--- config.mk ---
export PLATFORM = sky130hd
export DESIGN_NAME = player_ctrl
export DESIGN_NICKNAME = d
export VERILOG_FILES = /design/src/rtl/player_ctrl_pkg.sv /design/src/rtl/player_ctrl_btn_debounce.sv /design/src/rtl/player_ctrl.sv
export SDC_FILE = /design/constraint.sdc
export NUM_CORES = 1
export LEC_CHECK = 0
export BUFFER_PORTS_ARGS = -buffer_cell sky130_fd_sc_hd__buf_2
export CORE_MARGIN = 8
export CORE_UTILIZATION = 50
export DETAILED_ROUTE_END_ITERATION = 16
export GPL_TIMING_DRIVEN = 0
export MAX_ROUTING_LAYER = met4
export PLACE_DENSITY = 0.84
export SLEW_MARGIN = 15
export SYNTH_ARGS = -nofsm -noshare
export SYNTH_HDL_FRONTEND = slang
export SYNTH_HIERARCHICAL = 1
export SYNTH_SLANG_ARGS = --single-unit
export TNS_END_PERCENT = 10
--- constraint.sdc ---
create_clock -name clk -period 5.1 [get_ports clk]
set_input_delay 1.02 -clock clk [delete_from_list [all_inputs] [get_ports clk]]
set_output_delay 1.02 -clock clk [all_outputs]
set_load 0.01 [all_outputs]
--- src/rtl/player_ctrl_pkg.sv ---
// Shared maze geometry, {x,y} cell packing, move directions and controller states.
package player_ctrl_pkg;

  localparam int MAZE_W    = 10;
  localparam int MAZE_H    = 10;
  localparam int MAZE_BITS = MAZE_W * MAZE_H;
  localparam int COORD_W   = 4;
  localparam int POS_W     = 2 * COORD_W;
  localparam int MOVES_W   = 10;

  localparam logic [MOVES_W-1:0] MOVES_MAX = '1;

  // Field order matches the {x[7:4], y[3:0]} byte used on the ports.
  typedef struct packed {
    logic [COORD_W-1:0] x;
    logic [COORD_W-1:0] y;
  } pos_t;

  typedef enum logic [1:0] {
    DIR_UP    = 2'd0,
    DIR_DOWN  = 2'd1,
    DIR_LEFT  = 2'd2,
    DIR_RIGHT = 2'd3
  } dir_e;

  typedef enum logic [2:0] {
    ST_LOAD   = 3'd0,
    ST_IDLE   = 3'd1,
    ST_CHECK  = 3'd2,
    ST_COMMIT = 3'd3,
    ST_WON    = 3'd4
  } state_e;

endpackage

--- src/rtl/player_ctrl_btn_debounce.sv ---
// Push-button conditioning: 2-flop synchroniser, DEB_CYCLES-sample debouncer and a
// registered one-cycle pulse on each rising edge of the debounced level.
module btn_debounce #(
  parameter int DEB_CYCLES = 65536
) (
  input  logic clk,
  input  logic reset,
  input  logic btn_i,
  output logic press_o
);

  localparam int CNT_W = (DEB_CYCLES > 1) ? $clog2(DEB_CYCLES) : 1;
  localparam logic [CNT_W-1:0] CNT_LAST = CNT_W'(DEB_CYCLES - 1);

  logic [1:0]       sync_q;
  logic [CNT_W-1:0] cnt_q, cnt_d;
  logic             level_q, level_d;
  logic             prev_q;
  logic             press_q, press_d;

  // The counter tracks consecutive samples that disagree with the accepted level;
  // any agreeing sample restarts the count, so short glitches never get through.
  always_comb begin
    cnt_d   = '0;
    level_d = level_q;
    if (sync_q[1] != level_q) begin
      if (cnt_q == CNT_LAST) begin
        level_d = sync_q[1];
      end else begin
        cnt_d = cnt_q + 1'b1;
      end
    end
    press_d = level_q & ~prev_q;
  end

  always_ff @(posedge clk or posedge reset) begin
    if (reset) begin
      sync_q  <= '0;
      cnt_q   <= '0;
      level_q <= 1'b0;
      prev_q  <= 1'b0;
      press_q <= 1'b0;
    end else begin
      sync_q  <= {sync_q[0], btn_i};
      cnt_q   <= cnt_d;
      level_q <= level_d;
      prev_q  <= level_q;
      press_q <= press_d;
    end
  end

  assign press_o = press_q;

endmodule

--- src/rtl/player_ctrl.sv ---
// Maze player controller: debounced buttons step the player through open cells until the goal.
// A press pulse in cycle N shows the new position in cycle N+2; pulses during a move are dropped.
module player_ctrl
  import player_ctrl_pkg::pos_t, player_ctrl_pkg::dir_e, player_ctrl_pkg::state_e,
         player_ctrl_pkg::DIR_UP, player_ctrl_pkg::DIR_DOWN, player_ctrl_pkg::DIR_LEFT,
         player_ctrl_pkg::DIR_RIGHT, player_ctrl_pkg::ST_LOAD, player_ctrl_pkg::ST_IDLE,
         player_ctrl_pkg::ST_CHECK, player_ctrl_pkg::ST_COMMIT, player_ctrl_pkg::ST_WON,
         player_ctrl_pkg::COORD_W, player_ctrl_pkg::POS_W, player_ctrl_pkg::MOVES_W,
         player_ctrl_pkg::MOVES_MAX;
#(
  parameter int MAZE_W     = player_ctrl_pkg::MAZE_W,
  parameter int MAZE_H     = player_ctrl_pkg::MAZE_H,
  parameter int DEB_CYCLES = 65536
) (
  input  logic                     clk,
  input  logic                     reset,
  input  logic [MAZE_W*MAZE_H-1:0] maze,
  input  logic [POS_W-1:0]         start_pos,
  input  logic [POS_W-1:0]         end_pos,
  input  logic                     btn_up,
  input  logic                     btn_down,
  input  logic                     btn_left,
  input  logic                     btn_right,
  output logic [POS_W-1:0]         player_pos,
  output logic                     win,
  output logic [MOVES_W-1:0]       move_count
);

  localparam int CELLS = MAZE_W * MAZE_H;
  localparam int IDX_W = (CELLS > 1) ? $clog2(CELLS) : 1;
  localparam logic [COORD_W-1:0] X_LAST = COORD_W'(MAZE_W - 1);
  localparam logic [COORD_W-1:0] Y_LAST = COORD_W'(MAZE_H - 1);

  logic p_up, p_down, p_left, p_right;

  btn_debounce #(.DEB_CYCLES(DEB_CYCLES)) u_deb_up (
    .clk(clk), .reset(reset), .btn_i(btn_up), .press_o(p_up)
  );
  btn_debounce #(.DEB_CYCLES(DEB_CYCLES)) u_deb_down (
    .clk(clk), .reset(reset), .btn_i(btn_down), .press_o(p_down)
  );
  btn_debounce #(.DEB_CYCLES(DEB_CYCLES)) u_deb_left (
    .clk(clk), .reset(reset), .btn_i(btn_left), .press_o(p_left)
  );
  btn_debounce #(.DEB_CYCLES(DEB_CYCLES)) u_deb_right (
    .clk(clk), .reset(reset), .btn_i(btn_right), .press_o(p_right)
  );

  state_e             state_q, state_d;
  dir_e               dir_q, dir_d;
  pos_t               pos_q, pos_d;
  logic [MOVES_W-1:0] cnt_q, cnt_d;
  logic               win_q;

  pos_t        tgt;
  logic        off_grid;
  logic        wall;
  logic [15:0] lin;

  // The edge test is resolved before any arithmetic is trusted, so a 4-bit
  // wrap of the target never reaches the maze lookup.
  always_comb begin
    tgt      = pos_q;
    off_grid = 1'b0;
    case (dir_q)
      DIR_UP: begin
        off_grid = (pos_q.y == '0);
        tgt.y    = pos_q.y - 1'b1;
      end
      DIR_DOWN: begin
        off_grid = (pos_q.y == Y_LAST);
        tgt.y    = pos_q.y + 1'b1;
      end
      DIR_LEFT: begin
        off_grid = (pos_q.x == '0);
        tgt.x    = pos_q.x - 1'b1;
      end
      default: begin
        off_grid = (pos_q.x == X_LAST);
        tgt.x    = pos_q.x + 1'b1;
      end
    endcase
    lin  = 16'(tgt.y) * 16'(MAZE_W) + 16'(tgt.x);
    wall = 1'b1;
    if (!off_grid && (lin < 16'(CELLS))) begin
      wall = maze[lin[IDX_W-1:0]];
    end
  end

  always_comb begin
    state_d = state_q;
    dir_d   = dir_q;
    pos_d   = pos_q;
    cnt_d   = cnt_q;
    case (state_q)
      ST_LOAD: begin
        pos_d   = start_pos;
        state_d = (start_pos == end_pos) ? ST_WON : ST_IDLE;
      end
      ST_IDLE: begin
        if (p_up || p_down || p_left || p_right) begin
          state_d = ST_CHECK;
          if (p_up)        dir_d = DIR_UP;
          else if (p_down) dir_d = DIR_DOWN;
          else if (p_left) dir_d = DIR_LEFT;
          else             dir_d = DIR_RIGHT;
        end
      end
      ST_CHECK: begin
        if (off_grid || wall) begin
          state_d = ST_IDLE;
        end else begin
          // Position and count land on entry to COMMIT so they are visible two cycles after the pulse.
          pos_d   = tgt;
          cnt_d   = (cnt_q == MOVES_MAX) ? cnt_q : cnt_q + 1'b1;
          state_d = ST_COMMIT;
        end
      end
      ST_COMMIT: begin
        state_d = (pos_q == end_pos) ? ST_WON : ST_IDLE;
      end
      ST_WON: begin
        state_d = ST_WON;
      end
      default: begin
        state_d = ST_LOAD;
      end
    endcase
  end

  always_ff @(posedge clk or posedge reset) begin
    if (reset) begin
      state_q <= ST_LOAD;
      dir_q   <= DIR_UP;
      pos_q   <= '0;
      cnt_q   <= '0;
      win_q   <= 1'b0;
    end else begin
      state_q <= state_d;
      dir_q   <= dir_d;
      pos_q   <= pos_d;
      cnt_q   <= cnt_d;
      win_q   <= (state_d == ST_WON);
    end
  end

  assign player_pos = pos_q;
  assign win        = win_q;
  assign move_count = cnt_q;

endmodule

==> run summary <==
outcome = finished clean
worst-path fanout max = 8
initial antenna violation count = 0
Final nets = 960
# fillers = 1088
Post-synth ARST share = 100%
vias in the first global route = 5728
Max Slew Vio Count = 0
Max-slew headroom = 34.6%
Antenna diodes = 0
CP dominant cell by count = xnor2_1
Final min period = 4.95 ns
WL/cell = 16.9 um
Global Route Usage Sum = 19.8%
RD Place Congestion = 0.915
clock root cell = clkbuf_16
# setup viols final = 0
Core Region = 0.0133 mm^2
CTS Buf Count = 9
Layout area overhead = 20.6%
layout cells sized above 1 = 29.6%
Max VDD drop = 0.000176 V
clock skew = 0.0118 ns
DR vias/cell = 5.62
CTS tree = yes
die height = 133 um
DR iter-0 viols = 229
PwrDens = 243 mW/mm^2
Leak Pwr = 3.61 nW
worst path cell trace = buf_6, nand2b_1, ha_1, and3_1, or4_4, nand2_4, xnor2_1, xnor2_1, ha_2, inv_1, fa_2, nand2b_1, a21oi_2, xnor2_1, xnor3_2, buf_4, o41ai_4, buf_4, o31ai_4, buf_12, mux2_4
Buf/Inv on CP = 5
Routed Antenna Nets = 0
clock buffer depth = 2
drt pass-1 iters = 7
Syn. warnings = 6
die area = 0.0176 mm^2
post-synthesis register bit count = 108
Initial Util = 51.2%
Min Hold Slack = 0.351 ns
post-synth net total = 804
Hold WC Path Type = flop to flop
Hold Fails Final Rpt = 0
CP Data Arrival Time = 5.18 ns
Remaining DRCs = 0
f_max = 0.202 GHz
most frequent cells in the layout = 144 x buf_2, 107 x dfrtp_1, 83 x nor2_1, 56 x xnor2_1, 35 x nand2_1
crit start category = flop
sequential cell area fraction in the yosys report = 39.7%
Worst path max stage delay = 0.53 ns
Worst-Skew Late Latency = 0.35 ns
Worst setup EP type = flop
Crit path max-delay family = simple AND/OR/NAND/NOR gates
clk sinks = 108
IO Port Bufs = 140
Synth Instances = 662
EDFF count, synth = 0
GRT overflow = 0
clock slew at reported path FFs = 0.07 ns
largest net degree at the start of global routing = 25
Die W = 133 um
Most used DFF post-synth = dfrtp_1
fin crit share = 97.1%
DP HPWL = 13100 um
Crit-path slowest cell = or4_4
worst setup path class = flop to flop
Total Power = 2.00 mW
Worst-Margin Slew = 0.979 ns
final WL = 16900 um
mapped cell area = 0.00681 mm^2
RSZ-0062 raised after global routing = true
max-cap violations = 0
WP data required = 5.33 ns
syn_area_per_cell = 10.3 um^2
global-route wire length before repair = 27900 um
Vias = 5614
CTS Hold Bufs = 0
synth unique cells = 68
Rows = 42
CTS H-tree depth = 3
most common library cell in the layout ignoring fill and taps = buf_2
I/O pins = 141
[registers in the layout, indices dropped and copies added, names as in the netlist, 2 cells and up]
name and cells:
state_q 3, u_deb_left/cnt_q 16, u_deb_right/sync_q 2, move_count 10, u_deb_down/sync_q 2, u_deb_up/sync_q 2
u_deb_down/cnt_q 16, u_deb_up/cnt_q 16, u_deb_left/sync_q 2, player_pos 8, u_deb_right/cnt_q 16, dir_q 2
[synthesized netlist by cell type (all sizes together) (11+ instances only)]
cell	n	area share, %
nor3	22	1.7
nor2	84	4.7
nand4	19	1.7
mux4	17	6.0
dfrtp	108	40
xor2	27	3.5
buf	12	1.8
inv	32	1.8
xnor2	58	7.6
nor4	16	2.1
ha	16	2.9
a21oi	24	1.8
or3	14	1.3
mux2i	26	3.8
mux2	11	2.0
nand2	36	2.0
nand3	32	2.6
o21ai	23	1.7
[layer usage]
layer / part of all wire (%) / up-vias / track usage, %
met3: 5.8 / 38 / 4.69
met5: 0 / - / -
met4: 3.3 / 0 / 7.44
li1: - / 2695 / -
met2: 50 / 186 / 34.3
met1: 41 / 2695 / 21.6
[final cells by class]
type / count / area, um^2 / area share (%)
repair buffers: 146 / 771 / 9.39
inverters: 32 / 123 / 1.49
plain buffers: 17 / 154 / 1.87
well taps: 176 / 220 / 2.68
multi-input cells: 504 / 3940 / 47.9
clock inverters: 5 / 61.3 / 0.747
clock buffers: 11 / 243 / 2.96
flip-flops and latches: 108 / 2700 / 32.9
[worst paths after layout]
path,from,end,slack [ns],depth (start not counted)
max in group asynchronous,reset,dir_q[0],3.49,2
setup reg to reg,dir_q[1],player_pos[2],0.15,21
hold / removal,u_deb_up/sync_q[0],u_deb_up/sync_q[1],0.35,0
min in group asynchronous,reset,u_deb_down/cnt_q[10],0.85,2
hold reg to reg,u_deb_up/sync_q[0],u_deb_up/sync_q[1],0.35,0
setup / recovery,dir_q[1],player_pos[2],0.15,21
[worst reg2reg max path, stage by stage (launching register included)]
cell and delay [ns]:
dfrtp_1 0.37, buf_6 0.14, nand2b_1 0.20, ha_1 0.29, and3_1 0.21, or4_4 0.53, nand2_4 0.12, xnor2_1 0.16
xnor2_1 0.16, ha_2 0.20, inv_1 0.05, fa_2 0.45, nand2b_1 0.19, a21oi_2 0.15, xnor2_1 0.15, xnor3_2 0.31
buf_4 0.16, o41ai_4 0.27, buf_4 0.21, o31ai_4 0.07, buf_12 0.15, mux2_4 0.29
[timing repair]
item	in CTS	in global routing
buffers inserted	2	4
gates resized for setup	7	20
hold endpoints to repair	0	0
pin swaps	2	3
endpoints found under the setup margin	19	19
[where the power goes]
part           internal [mW]  switching, mW  leakage [nW]
sequential             0.870         0.0152          1.46
clock                  0.396          0.304         0.150
combinational          0.195          0.217          2.00
total                   1.46          0.537          3.61
[metrics by stage]
stage	cells	setup TNS (ns)	utilization [%]	cell area, um^2	worst slack (ns)
6_report	999	0	61.8	8210	0.147
5_1_grt	999	-0.176	61.8	8210	-0.0543
4_1_cts	995	0	60.8	8090	0.00519
3_5_place_dp	978	-5.62	58.1	7730	-0.436
3_3_place_gp	978	-3.77	58.1	7730	-0.341
2_1_floorplan	662	0	-	6810	0.203
[kinds of logic (layout without fill, tap and decap cells)]
logic type,count (synthesis),count (layout),synth area share (%)
flops,108,108,39.7
simple gates,257,257,19.7
fa+ha+maj,20,20,4.12
xor+xnor,86,86,11.4
compound gates,87,87,9.14
mux,54,54,11.8
buf+inv,50,211,4.08
Note: power is estimated with default switching activity, not from simulation.
